File: src/rtl/cordic_pkg.sv
// Shared constants and types for the time-shared CORDIC atan2 engine.
// Angles are Q3.12 radians (pi = 12868); the engine reads ATAN_TAB by
// micro-rotation index.
package cordic_pkg;

    // Angle and requester operand widths
    localparam int ANGLE_W  = 16;
    localparam int IN_W     = 16;
    localparam int MAX_ITER = 12;

    // Angle constants, Q3.12 radians
    localparam logic signed [ANGLE_W-1:0] PI_HALF = 16'sd6434;
    localparam logic signed [ANGLE_W-1:0] PI      = 16'sd12868;

    // Inverse CORDIC gain 1/K = 0.60725 in Q0.16
    localparam logic [15:0] K_INV = 16'd39797;

    // atan(2^-i) in Q3.12, i = 0..11
    localparam logic signed [ANGLE_W-1:0] ATAN_TAB [0:MAX_ITER-1] = '{
        16'sd3217, 16'sd1899, 16'sd1003, 16'sd509,
        16'sd256,  16'sd128,  16'sd64,   16'sd32,
        16'sd16,   16'sd8,    16'sd4,    16'sd2
    };

    // Engine control states
    typedef enum logic [1:0] {
        IDLE = 2'd0,
        ITER = 2'd1,
        DONE = 2'd2
    } state_t;

    // Table lookup that returns 0 for indices past the end of the table
    function automatic logic signed [ANGLE_W-1:0] atan_entry(input logic [3:0] i);
        logic signed [ANGLE_W-1:0] t;
        t = '0;
        if (i < 4'(MAX_ITER)) begin
            t = ATAN_TAB[i];
        end
        return t;
    endfunction

endpackage

File: src/rtl/cordic_rr_arb.sv
// Combinational round-robin arbiter: grants the first asserted request
// found searching upward from ptr, wrapping modulo N. The one-hot grant,
// its index and an "any granted" flag are all derived from the same search.
// The pointer register lives in the parent.
module cordic_rr_arb #(
    parameter int N   = 4,
    localparam int PW = $clog2(N)
) (
    input  logic [N-1:0]  req,
    input  logic [PW-1:0] ptr,
    output logic [N-1:0]  grant,
    output logic [PW-1:0] grant_idx,
    output logic          grant_any
);

    logic [PW-1:0] idx;

    // Search from ptr upward; the first hit wins
    always_comb begin
        grant     = '0;
        grant_idx = '0;
        grant_any = 1'b0;
        idx       = '0;
        for (int k = 0; k < N; k++) begin
            idx = PW'((int'(ptr) + k) % N);
            if (!grant_any && req[idx]) begin
                grant[idx] = 1'b1;
                grant_idx  = idx;
                grant_any  = 1'b1;
            end
        end
    end

endmodule

File: src/rtl/cordic_atan_sched.sv
// Shared iterative CORDIC vectoring engine with round-robin requester
// scheduling. One accepted (x,y) vector is quadrant pre-rotated into the
// right half-plane, then refined by one micro-rotation per cycle; the
// accumulated angle is returned tagged with the requester index.
//
// Handshakes: a transfer happens on a rising clk edge where valid and ready
// are both high. req_ready is the arbiter grant while IDLE (it may depend
// combinationally on req_valid) and zero otherwise; rsp_valid and all
// response fields are held stable until rsp_ready is seen.
//
// Optional build macro CORDIC_MAG_OUT_EN adds the gain-compensated
// magnitude output rsp_mag.
module cordic_atan_sched
    import cordic_pkg::*;
#(
    parameter int NUM_REQ    = 4,
    parameter int ITERATIONS = 12,
    parameter int IW         = 18,
    localparam int IDW       = $clog2(NUM_REQ)
) (
    input  logic                      clk,
    input  logic                      rst,
    input  logic [NUM_REQ-1:0]        req_valid,
    output logic [NUM_REQ-1:0]        req_ready,
    input  logic [16*NUM_REQ-1:0]     req_x,
    input  logic [16*NUM_REQ-1:0]     req_y,
    output logic                      rsp_valid,
    input  logic                      rsp_ready,
    output logic [IDW-1:0]            rsp_id,
    output logic signed [ANGLE_W-1:0] rsp_angle,
`ifdef CORDIC_MAG_OUT_EN
    output logic [15:0]               rsp_mag,
`endif
    output logic [1:0]                dbg_state
);

    localparam int SBW = IDW + 4;

    state_t state;
    state_t state_next;

    logic [IDW-1:0]            rr_ptr;
    logic [3:0]                iter_cnt;
    logic signed [IW-1:0]      x_q;
    logic signed [IW-1:0]      y_q;
    logic signed [ANGLE_W-1:0] z_q;
    logic                      zero_q;

    logic [NUM_REQ-1:0]        grant;
    logic [IDW-1:0]            grant_idx;
    logic                      grant_any;
    logic                      accept;
    logic                      last_iter;

    logic [SBW-1:0]            sel_base;
    logic signed [IN_W-1:0]    sel_x;
    logic signed [IN_W-1:0]    sel_y;
    logic signed [IW-1:0]      ext_x;
    logic signed [IW-1:0]      ext_y;
    logic signed [IW-1:0]      x_ld;
    logic signed [IW-1:0]      y_ld;
    logic signed [ANGLE_W-1:0] z_ld;
    logic                      zero_ld;

    logic signed [IW-1:0]      x_sh;
    logic signed [IW-1:0]      y_sh;
    logic signed [ANGLE_W-1:0] t_cur;
    logic signed [IW-1:0]      x_nx;
    logic signed [IW-1:0]      y_nx;
    logic signed [ANGLE_W-1:0] z_nx;

    cordic_rr_arb #(
        .N (NUM_REQ)
    ) u_arb (
        .req       (req_valid),
        .ptr       (rr_ptr),
        .grant     (grant),
        .grant_idx (grant_idx),
        .grant_any (grant_any)
    );

    assign dbg_state = state;
    assign accept    = (state == IDLE) && grant_any;
    assign last_iter = (iter_cnt == 4'(ITERATIONS - 1));

    // Granted requester's operands, sign-extended to the datapath width
    assign sel_base = {grant_idx, 4'b0000};
    assign sel_x    = req_x[sel_base +: IN_W];
    assign sel_y    = req_y[sel_base +: IN_W];
    assign ext_x    = {{(IW-IN_W){sel_x[IN_W-1]}}, sel_x};
    assign ext_y    = {{(IW-IN_W){sel_y[IN_W-1]}}, sel_y};
    assign zero_ld  = (sel_x == '0) && (sel_y == '0);

    // Quadrant pre-rotation: fold left half-plane vectors by +/-90 degrees
    always_comb begin
        x_ld = ext_x;
        y_ld = ext_y;
        z_ld = '0;
        if (sel_x[IN_W-1]) begin
            if (!sel_y[IN_W-1]) begin
                x_ld = ext_y;
                y_ld = -ext_x;
                z_ld = PI_HALF;
            end else begin
                x_ld = -ext_y;
                y_ld = ext_x;
                z_ld = -PI_HALF;
            end
        end
    end

    // One vectoring micro-rotation driving y toward zero; all terms use
    // the current register values so the three updates are simultaneous
    always_comb begin
        x_sh  = x_q >>> iter_cnt;
        y_sh  = y_q >>> iter_cnt;
        t_cur = atan_entry(iter_cnt);
        if (!y_q[IW-1] && (y_q != '0)) begin
            x_nx = x_q + y_sh;
            y_nx = y_q - x_sh;
            z_nx = z_q + t_cur;
        end else begin
            x_nx = x_q - y_sh;
            y_nx = y_q + x_sh;
            z_nx = z_q - t_cur;
        end
    end

`ifdef CORDIC_MAG_OUT_EN
    localparam int MW = IW + 17;

    logic signed [MW-1:0] mag_prod;
    logic signed [MW-1:0] mag_scaled;
    logic [15:0]          mag_sat;

    assign mag_prod   = MW'(x_nx) * MW'($signed({1'b0, K_INV}));
    assign mag_scaled = mag_prod >>> 16;

    // Gain-compensated magnitude, clamped into the unsigned 16-bit range
    always_comb begin
        mag_sat = mag_scaled[15:0];
        if (mag_scaled < 0) begin
            mag_sat = '0;
        end else if (mag_scaled > MW'(65535)) begin
            mag_sat = 16'hFFFF;
        end
    end

    // Magnitude result register, loaded on entry to DONE
    always_ff @(posedge clk) begin
        if (rst) begin
            rsp_mag <= '0;
        end else if ((state == ITER) && last_iter) begin
            rsp_mag <= zero_q ? '0 : mag_sat;
        end
    end
`endif

    // State register
    always_ff @(posedge clk) begin
        if (rst) begin
            state <= IDLE;
        end else begin
            state <= state_next;
        end
    end

    // Next-state and requester-ready decode
    always_comb begin
        state_next = state;
        req_ready  = '0;
        case (state)
            IDLE: begin
                req_ready = grant;
                if (grant_any) begin
                    state_next = ITER;
                end
            end
            ITER: begin
                if (last_iter) begin
                    state_next = DONE;
                end
            end
            DONE: begin
                if (rsp_ready) begin
                    state_next = IDLE;
                end
            end
            default: state_next = IDLE;
        endcase
    end

    // Datapath, scheduler pointer and response registers
    always_ff @(posedge clk) begin
        if (rst) begin
            rr_ptr    <= '0;
            iter_cnt  <= '0;
            x_q       <= '0;
            y_q       <= '0;
            z_q       <= '0;
            zero_q    <= 1'b0;
            rsp_valid <= 1'b0;
            rsp_id    <= '0;
            rsp_angle <= '0;
        end else begin
            case (state)
                IDLE: begin
                    if (accept) begin
                        rsp_id   <= grant_idx;
                        x_q      <= x_ld;
                        y_q      <= y_ld;
                        z_q      <= z_ld;
                        zero_q   <= zero_ld;
                        iter_cnt <= '0;
                        rr_ptr   <= (grant_idx == IDW'(NUM_REQ - 1)) ? '0
                                                                     : grant_idx + 1'b1;
                    end
                end
                ITER: begin
                    x_q      <= x_nx;
                    y_q      <= y_nx;
                    z_q      <= z_nx;
                    iter_cnt <= iter_cnt + 4'd1;
                    if (last_iter) begin
                        iter_cnt  <= '0;
                        rsp_valid <= 1'b1;
                        rsp_angle <= zero_q ? '0 : z_nx;
                    end
                end
                DONE: begin
                    if (rsp_ready) begin
                        rsp_valid <= 1'b0;
                    end
                end
                default: begin
                    rsp_valid <= 1'b0;
                end
            endcase
        end
    end

endmodule

File: config.mk
export PLATFORM = sky130hd
export DESIGN_NAME = cordic_atan_sched
export DESIGN_NICKNAME = d
export VERILOG_FILES = /design/src/rtl/cordic_pkg.sv /design/src/rtl/cordic_rr_arb.sv /design/src/rtl/cordic_atan_sched.sv
export SDC_FILE = /design/constraint.sdc
export NUM_CORES = 1
export LEC_CHECK = 0
export ABC_AREA = 0
export BUFFER_PORTS_ARGS = -buffer_cell sky130_fd_sc_hd__buf_2
export CORE_MARGIN = 8
export CORE_UTILIZATION = 38
export DETAILED_ROUTE_END_ITERATION = 8
export HOLD_SLACK_MARGIN = 0.12
export SYNTH_ARGS = -nofsm -noshare
export SYNTH_HDL_FRONTEND = slang
export SYNTH_SLANG_ARGS = --single-unit
File: constraint.sdc
create_clock -name clk -period 6.35 [get_ports clk]
set_input_delay 0.635 -clock clk [delete_from_list [all_inputs] [get_ports clk]]
set_output_delay 0.635 -clock clk [all_outputs]
set_load 0.01 [all_outputs]
==> results of run 1 <==
## worst max-delay path by stage
stage                          to  slack [ps]  cells after the start
after floorplan           x_q[17]        1380                     21
after global placement    x_q[17]        1060                     19
after detailed placement  x_q[17]         930                     19
after CTS                 x_q[17]         920                     19
after global routing      x_q[17]         470                     19
final                     x_q[17]         880                     19
## flip-flops by register name, indices dropped and copies added, names as in the netlist
name	count
zero_q	1
rsp_id	2
rsp_valid	1
y_q	18
rr_ptr	2
iter_cnt	4
rsp_angle	16
dbg_state	2
z_q	16
x_q	18
## report_power, final
group	switching, uW	internal [uW]	total, uW
Sequential	261	650	911
Clock	250	353	603
Combinational	3330	2390	5720
## area by class of cell
| cell class | instances | area [um2] |
|---|---|---|
| multi-input cells | 1181 | 8740 |
| well taps | 384 | 480 |
| inverters | 41 | 154 |
| fillers | 2893 | 16200 |
| flip-flops and latches | 80 | 1600 |
| repair buffers | 185 | 991 |
| clock buffers | 9 | 225 |
| clock inverters | 7 | 106 |
## critical path, stage by stage, from the launching register on
cell,delay (ps)
dfxtp_2,700
mux4_2,650
mux4_2,490
inv_1,90
ha_1,170
nand3_1,90
nor3b_1,460
nor2_1,110
xor2_1,160
ha_1,340
a21o_1,230
a21oi_1,160
a2bb2oi_1,220
a31oi_1,150
a31oi_1,370
o21ai_0,220
a31oi_1,250
xnor2_1,120
or3_1,310
a31oi_1,130
## through the flow
stage	hold WS, ps	power [uW]	utilization [%]
after global placement	447	6500	42.0
after global routing	504	7860	43.2
after CTS	476	7160	43.2
after detailed placement	468	6520	42.0
after floorplan	452	5200	-
final	473	7230	43.2
## layout by cell type, fill, tap and decap left out, types with 42 or more instances in the layout
master / n
nor2_1: 142
ha_1: 71
mux4_2: 43
dfxtp_1: 78
mux2i_1: 44
xnor2_1: 74
a21oi_1: 97
nor3_1: 42
nand2_1: 126
buf_2: 159
o21ai_0: 66
## logic make-up after synthesis
| logic type | Yosys count | share of synthesized area (%) |
|---|---|---|
| and+or+nand+nor | 482 | 21.7 |
| AOI/OAI and AO/OA | 408 | 25.5 |
| buffers and inverters | 138 | 5.41 |
| muxes | 115 | 15.8 |
| xor gates and xnor gates | 102 | 8.19 |
| DFF | 80 | 14.7 |
| adders and majority gates | 74 | 8.70 |
## per-layer routing
| metal | up-vias | global-route usage [%] | routed length [um] |
|---|---|---|---|
| li1 | 5432 | - | - |
| met1 | 5299 | 29.8 | 17100 |
| met2 | 487 | 35.6 | 17300 |
| met3 | 75 | 3.81 | 2900 |
| met4 | 0 | 8.90 | 1410 |
| met5 | - | 0 | 0 |
==> results.txt, run 1 <==
For this run the aggregate overflow at the end of global routing stands at 0. The total number of yosys warnings is 0. The logic depth of the worst register-to-register path came out at 19. The number of enable flip-flop cells after synthesis came out at 0.

The buffer cell driving the clock tree root was clkbuf_16. The run gives 160 as the top-level I/O count. The worst hold path passes through 2 cells. Total wirelength of the detailed-routed design: 38,800 um. The most critical setup path has its startpoint at iter_cnt[0]. The category of the most critical setup path is register to register. After routing the design area is 12,300 um2.

The number of antenna violations at the first check in global routing is 0. The count of nets left with antenna violations once routing finished came out at 0. The tools report the sort of element at the start of the critical path as a register. In this run the cell area measured after placement is 12,000 um2. Setup slack closes at 878 ps. The tools report the worst flop-to-flop path endpoint as x_q[17]. The total via count in the routed design came out at 11,300. TritonCTS built the clock tree.

At the later pin of the worst-skew pair, clock insertion delay measures 360 ps. Of the synthesized area, sequential elements account for 14.7%. For this configuration, the core starts out at a cell density of 38.3%.

The run gives 5750 ps as the endpoint arrival time on the critical path. Of all cell types, the one taking the most synthesized area is dfxtp_1. The hold violation total from the final report was 0; the clock tree buffer depth was 2. The clock edge transition at the registers on the reported setup and hold paths is 70 ps. In this run the static leakage power is 0.00509 uW.

The average detailed-routed wire length per instance is 20.6 um. In this run the most critical hold path is launched from rsp_angle[14]. The top cell type by area accounts for 14.7% of the synthesized area. The flow ran to the end, and the final reports show no timing, DRC or antenna violations. Synthesis produced a netlist whose cell count is 1,399.

The worst-case setup slack after placement is 929 ps. The final period utilization is 86.2%, and the buffer count from post-CTS setup fixing is 0. In this run the core area contains 62 standard-cell rows.

The number of gates resized after CTS was 0. The number of antenna diodes in the final layout is 0. The logs give 0 for the setup-violating endpoint count in the final report and 0.265 mV for the maximum vdd drop. The finished layout holds 1,887 standard cells, fillers aside. At the end of routability-driven placement, the weighted congestion stood at 0.917. Synthesized area divided by synthesized cell count: 7.79 um2.

Commonest register cell after synthesis: dfxtp_1. After synthesis, the cell types taking the most area are dfxtp_1 15%, mux4_2 8.9%, ha_1 8.1%. The total power divided by cell area was 588 nW/um2. The quantity of I/O buffers inserted on ports works out to 159.

The total area inside the core boundary comes to 28,500 um2. TritonCTS created 9 clock buffers. In the routed layout, each cell is associated on average with a via count of 5.98. For the worst slew margin relative to its limit, the log shows 27.4%.

For this run, the post-layout net count is 1,707. The number of buffers added to fix hold violations after cts is 0, and the die outline area is 34,400 um2. The number of global-route vias before repair is 11,000. The die is 185 um tall. Counting every sink on the clock net gives 80. The endpoint type of the worst setup path was a register.

The final sum of negative setup slack was 0 ps; the register bit total from synthesis was 80. The tools report the placed instance count as 1,871. For hold timing, the worst endpoint is rsp_angle[14]. For this block, the initial DRC count from the detailed router was 840. The tools report the unique cell type count in the Yosys netlist as 86. For the pin with the worst max-slew slack, the measured transition is 1090 ps. The pin count of the biggest net entering global routing was 49; the first-pass GRT wire length was 61,300 um. Cells with a size suffix above 1 make up 22.0% of the layout. Yosys instantiated no cell more often than nor2_1. Between clock sinks in the finished design, the worst skew comes to 8.41 ps.

The H-tree was split into 3 levels. The area growth from synthesis to layout is 12.8%. The run gives 0 as the final max-slew violation count.

Combined global-route utilization of all metal layers: 22.4%. The reg-to-reg setup timing slack was 880 ps; the time the final worst path needs with I/O delays and setup was 5470 ps. The path class of the tightest hold or removal check is register to register. Along the worst path, the maximum fanout reaches 21.

Timing would allow up to 0.183 GHz. After synthesis, the most frequently instantiated cells are 144 x nor2_1, 126 x nand2_1, 97 x a21oi_1. From left edge to right edge, the die measures 185 um. Detailed placement ended at an HPWL of 30,200 um.

The startpoint identified for the worst register-to-register timing path is iter_cnt[0]. The run gives 0 as the max-capacitance violation count. Count of TritonRoute iterations in the first routing pass: 5.

Setup repair after global routing left no endpoint under its margin. The mapped netlist covers 10,900 um2. At the worst endpoint, the required time is 6630 ps. The fraction of registers with async set or reset after synthesis works out to 0%.

The total DRC errors in the routed layout was 0; the post-synth net total was 1,608.
Note: power is estimated with default switching activity, not from simulation.
==> run 2, diff against run 1 <==
--- a/config.mk
+++ b/config.mk
@@ -11,6 +11,9 @@
 export CORE_UTILIZATION = 38
 export DETAILED_ROUTE_END_ITERATION = 8
 export HOLD_SLACK_MARGIN = 0.12
+export PLACE_DENSITY = 0.67
+export RECOVER_POWER = 50
+export SETUP_SLACK_MARGIN = 0.2
 export SYNTH_ARGS = -nofsm -noshare
 export SYNTH_HDL_FRONTEND = slang
 export SYNTH_SLANG_ARGS = --single-unit
==> results.txt, run 2 (same netlist as run 1, synthesis figures left out) <==
The tools report the endpoint arrival time on the critical path as 5900 ps (+150 ps). The average via count per standard cell works out to 6.03 (+0.73%). The hold violation total from the final report is 0 (unchanged). The worst setup path is captured at a register.

The diode insertion count for antenna repair is 0 (unchanged), and the global-route track usage on met2 is 34.8% (-0.78 points). The library cell contributing the largest single delay on the critical path is clkbuf_1. The hold slack was 455 ps (-18.0 ps). The top cell types in the final layout, fill and taps aside, are 143 x nor2_1, 134 x buf_2, 126 x nand2_1, 97 x a21oi_1, 78 x dfxtp_1. The placeable core region is 28,500 um2 (unchanged).

TritonCTS built the clock tree. The maximum fanout encountered on the critical timing path is 27 (+29%), and the peak clock frequency supported by timing is 0.176 GHz (-3.8%). The maximum vdd drop is 0.400 mV (+51%).

The worst setup path is launched from a register. The logs give 60,400 um (-1.5%) for the first-pass GRT wire length and 0.00495 uW (-2.7%) for the leakage power figure. The peak per-stage delay on the critical path is 710 ps (about the same), and the TritonCTS sink count is 80 (unchanged). The met1 usage was 28.5% (-1.4 points).

The most used routing layer in global routing was met2. The overall power consumption is 7180 uW (-0.75%). The buffer count from post-CTS setup fixing was 0 (unchanged). The logs give 38.3% (unchanged) for the initial core utilization and 0 (unchanged) for the remaining antenna violation count after routing.

The slew at the pin closest to its max-slew limit was 1830 ps (+744 ps). By instance count, the cell type seen most on the critical path is inv_1. Total power divided by cell area: 587 nW/um2 (-0.11%).

The largest registers in the layout are x_q: 18 flops, y_q: 18 flops. The layout-stage area growth over the synthesis result is 12.1%, and the leftover overflow at the end of global routing is 0 (unchanged). The logs give 9 (unchanged) for the number of buffers inserted during clock tree synthesis and 2 (unchanged) for the clock tree buffer depth. The total DRC errors in the routed layout is 0 (unchanged). Time the final worst path needs with I/O delays and setup: 5690 ps (+215 ps). The final sum of negative setup slack is 0 ps (unchanged), and the final max-slew violation count is 19 (+19). Leaving out fill and tap cells, the most frequent cell in the layout is nor2_1. For the worst slew margin relative to its limit, the log shows -22.6% (-50 points). The number of H-tree levels was 3 (unchanged); the die outline area was 34,400 um2 (unchanged). For the half-perimeter wire length after placement, the log shows 29,100 um (-3.6%). The die boundary width works out to 185 um (unchanged). The total wirelength of the detailed-routed design was 37,700 um (-2.8%); the final RePlAce weighted congestion was 0.969 (+5.7%). The clock latency on the worst-skew pair was 340 ps (-20 ps); the clock edge transition at the registers on the reported setup and hold paths was 70 ps (about the same). The flow ran to the end, but the final reports show violations. The final period utilization is 89.6% (+3.4 points).

The tools report the buffer cell driving the clock tree root as clkbuf_16. The combined global-route utilization of all metal layers is 21.7% (-0.69 points). For the number of standard-cell rows in the floorplan, the log shows 62 (unchanged). The fraction of final layout cells with drive strength greater than 1 came out at 19.7% (-2.3 points).

Max-capacitance violation count: 1 (+1). The count of TritonRoute iterations in the first routing pass came out at 6 (+1). Category of the most critical setup path: register to register. The run gives 11,100 (+0.72%) as the number of global-route vias before repair. The logs give 62 (+27%) for the pin count of the biggest net entering global routing and 0 (unchanged) for the number of gates resized after cts. The tools report the met3 capacity usage during global routing as 3.67% (-0.14 points). Traced cell by cell, the critical path runs through buf_4 > inv_1 > ha_1 > mux4_2 > nor2b_1 > o21a_4 > nor2_4 > inv_1 > clkbuf_1 > mux2i_1 > a22o_1 > or3b_1 > o2111a_1 > nor3_1 > o221ai_1. The quantity of I/O buffers inserted on ports works out to 159 (unchanged). The min-delay analysis places its worst path in the category register to register. Setup repair after global routing left no endpoint under its margin. The run gives 1,139 (+36%) as the number of violations reported at the end of detailed-routing iteration 0. The average detailed-routed wire length per instance was 20.0 um (-2.6%); the required time of the worst setup path was 6560 ps (-70 ps). The setup-violating endpoint count in the final report came out at 0 (unchanged). The tools report the number of nets in the final layout as 1,703 (-0.23%).

The die height came out at 185 um (unchanged). The number of antenna violations at the first check in global routing came out at 0 (unchanged). The run gives 8.87 ps (+0.453 ps) as the largest clock skew in the final design.

Top-level I/O count: 160 (unchanged). The number of buffers added to fix hold violations after cts was 0 (unchanged). The checks that failed: max-capacitance violations, max-slew violations. The run gives 11,400 (+0.51%) as the total via count in the routed design.
==> run 2: through the flow <==
| stage | instance area, um2 | instances | util [%] | setup slack [ps] |
|---|---|---|---|---|
| 5_1_grt | 12200 | 1883 | 42.9 | 306 |
| 3_5_place_dp | 11900 | 1867 | 41.9 | 926 |
| 4_1_cts | 12300 | 1883 | 43.1 | 920 |
| 3_3_place_gp | 11900 | 1867 | 41.9 | 1040 |
| 2_1_floorplan | 10900 | 1399 | - | 1380 |
| 6_report | 12200 | 1883 | 42.9 | 663 |
==> run 2: critical path: cells and delay by family (launching register included) <==
kind	cells	cell delay (ps)
buffers and inverters	4	1740
and+or+nand+nor	4	1420
AOI/OAI and AO/OA	4	1000
muxes	2	650
adders and majority gates	1	400
DFF	1	310
==> run 2: final timing paths <==
path / cells past startpoint / startpoint / endpoint / slack (ps)
worst max-delay path: 15 / rr_ptr[0] / y_q[13] / 660
worst min-delay path: 2 / rsp_angle[14] / rsp_angle[14] / 450
worst max register to register: 15 / rr_ptr[0] / y_q[13] / 660
worst min register to register: 2 / rsp_angle[14] / rsp_angle[14] / 450
==> run 2: area by class of cell <==
| class | instances | area (um2) |
|---|---|---|
| fillers | 2893 | 16200 |
| multi-input cells | 1181 | 8730 |
| flip-flops and latches | 80 | 1600 |
| repair buffers | 181 | 922 |
| well taps | 384 | 480 |
| clock buffers | 9 | 225 |
| inverters | 41 | 154 |
| clock inverters | 7 | 110 |
==> run 2: power by group <==
part	total [uW]	switching, uW	internal (uW)	leakage (uW)
clock	602	249	353	0.000160
combinational	5650	3300	2360	0.00414
sequential	920	270	650	0.000659
==> run 2: layer usage <==
layer	share of wire, %	vias up
met5	0	-
met4	3.8	0
met3	7.3	83
met2	45	520
met1	44	5340
li1	-	5408
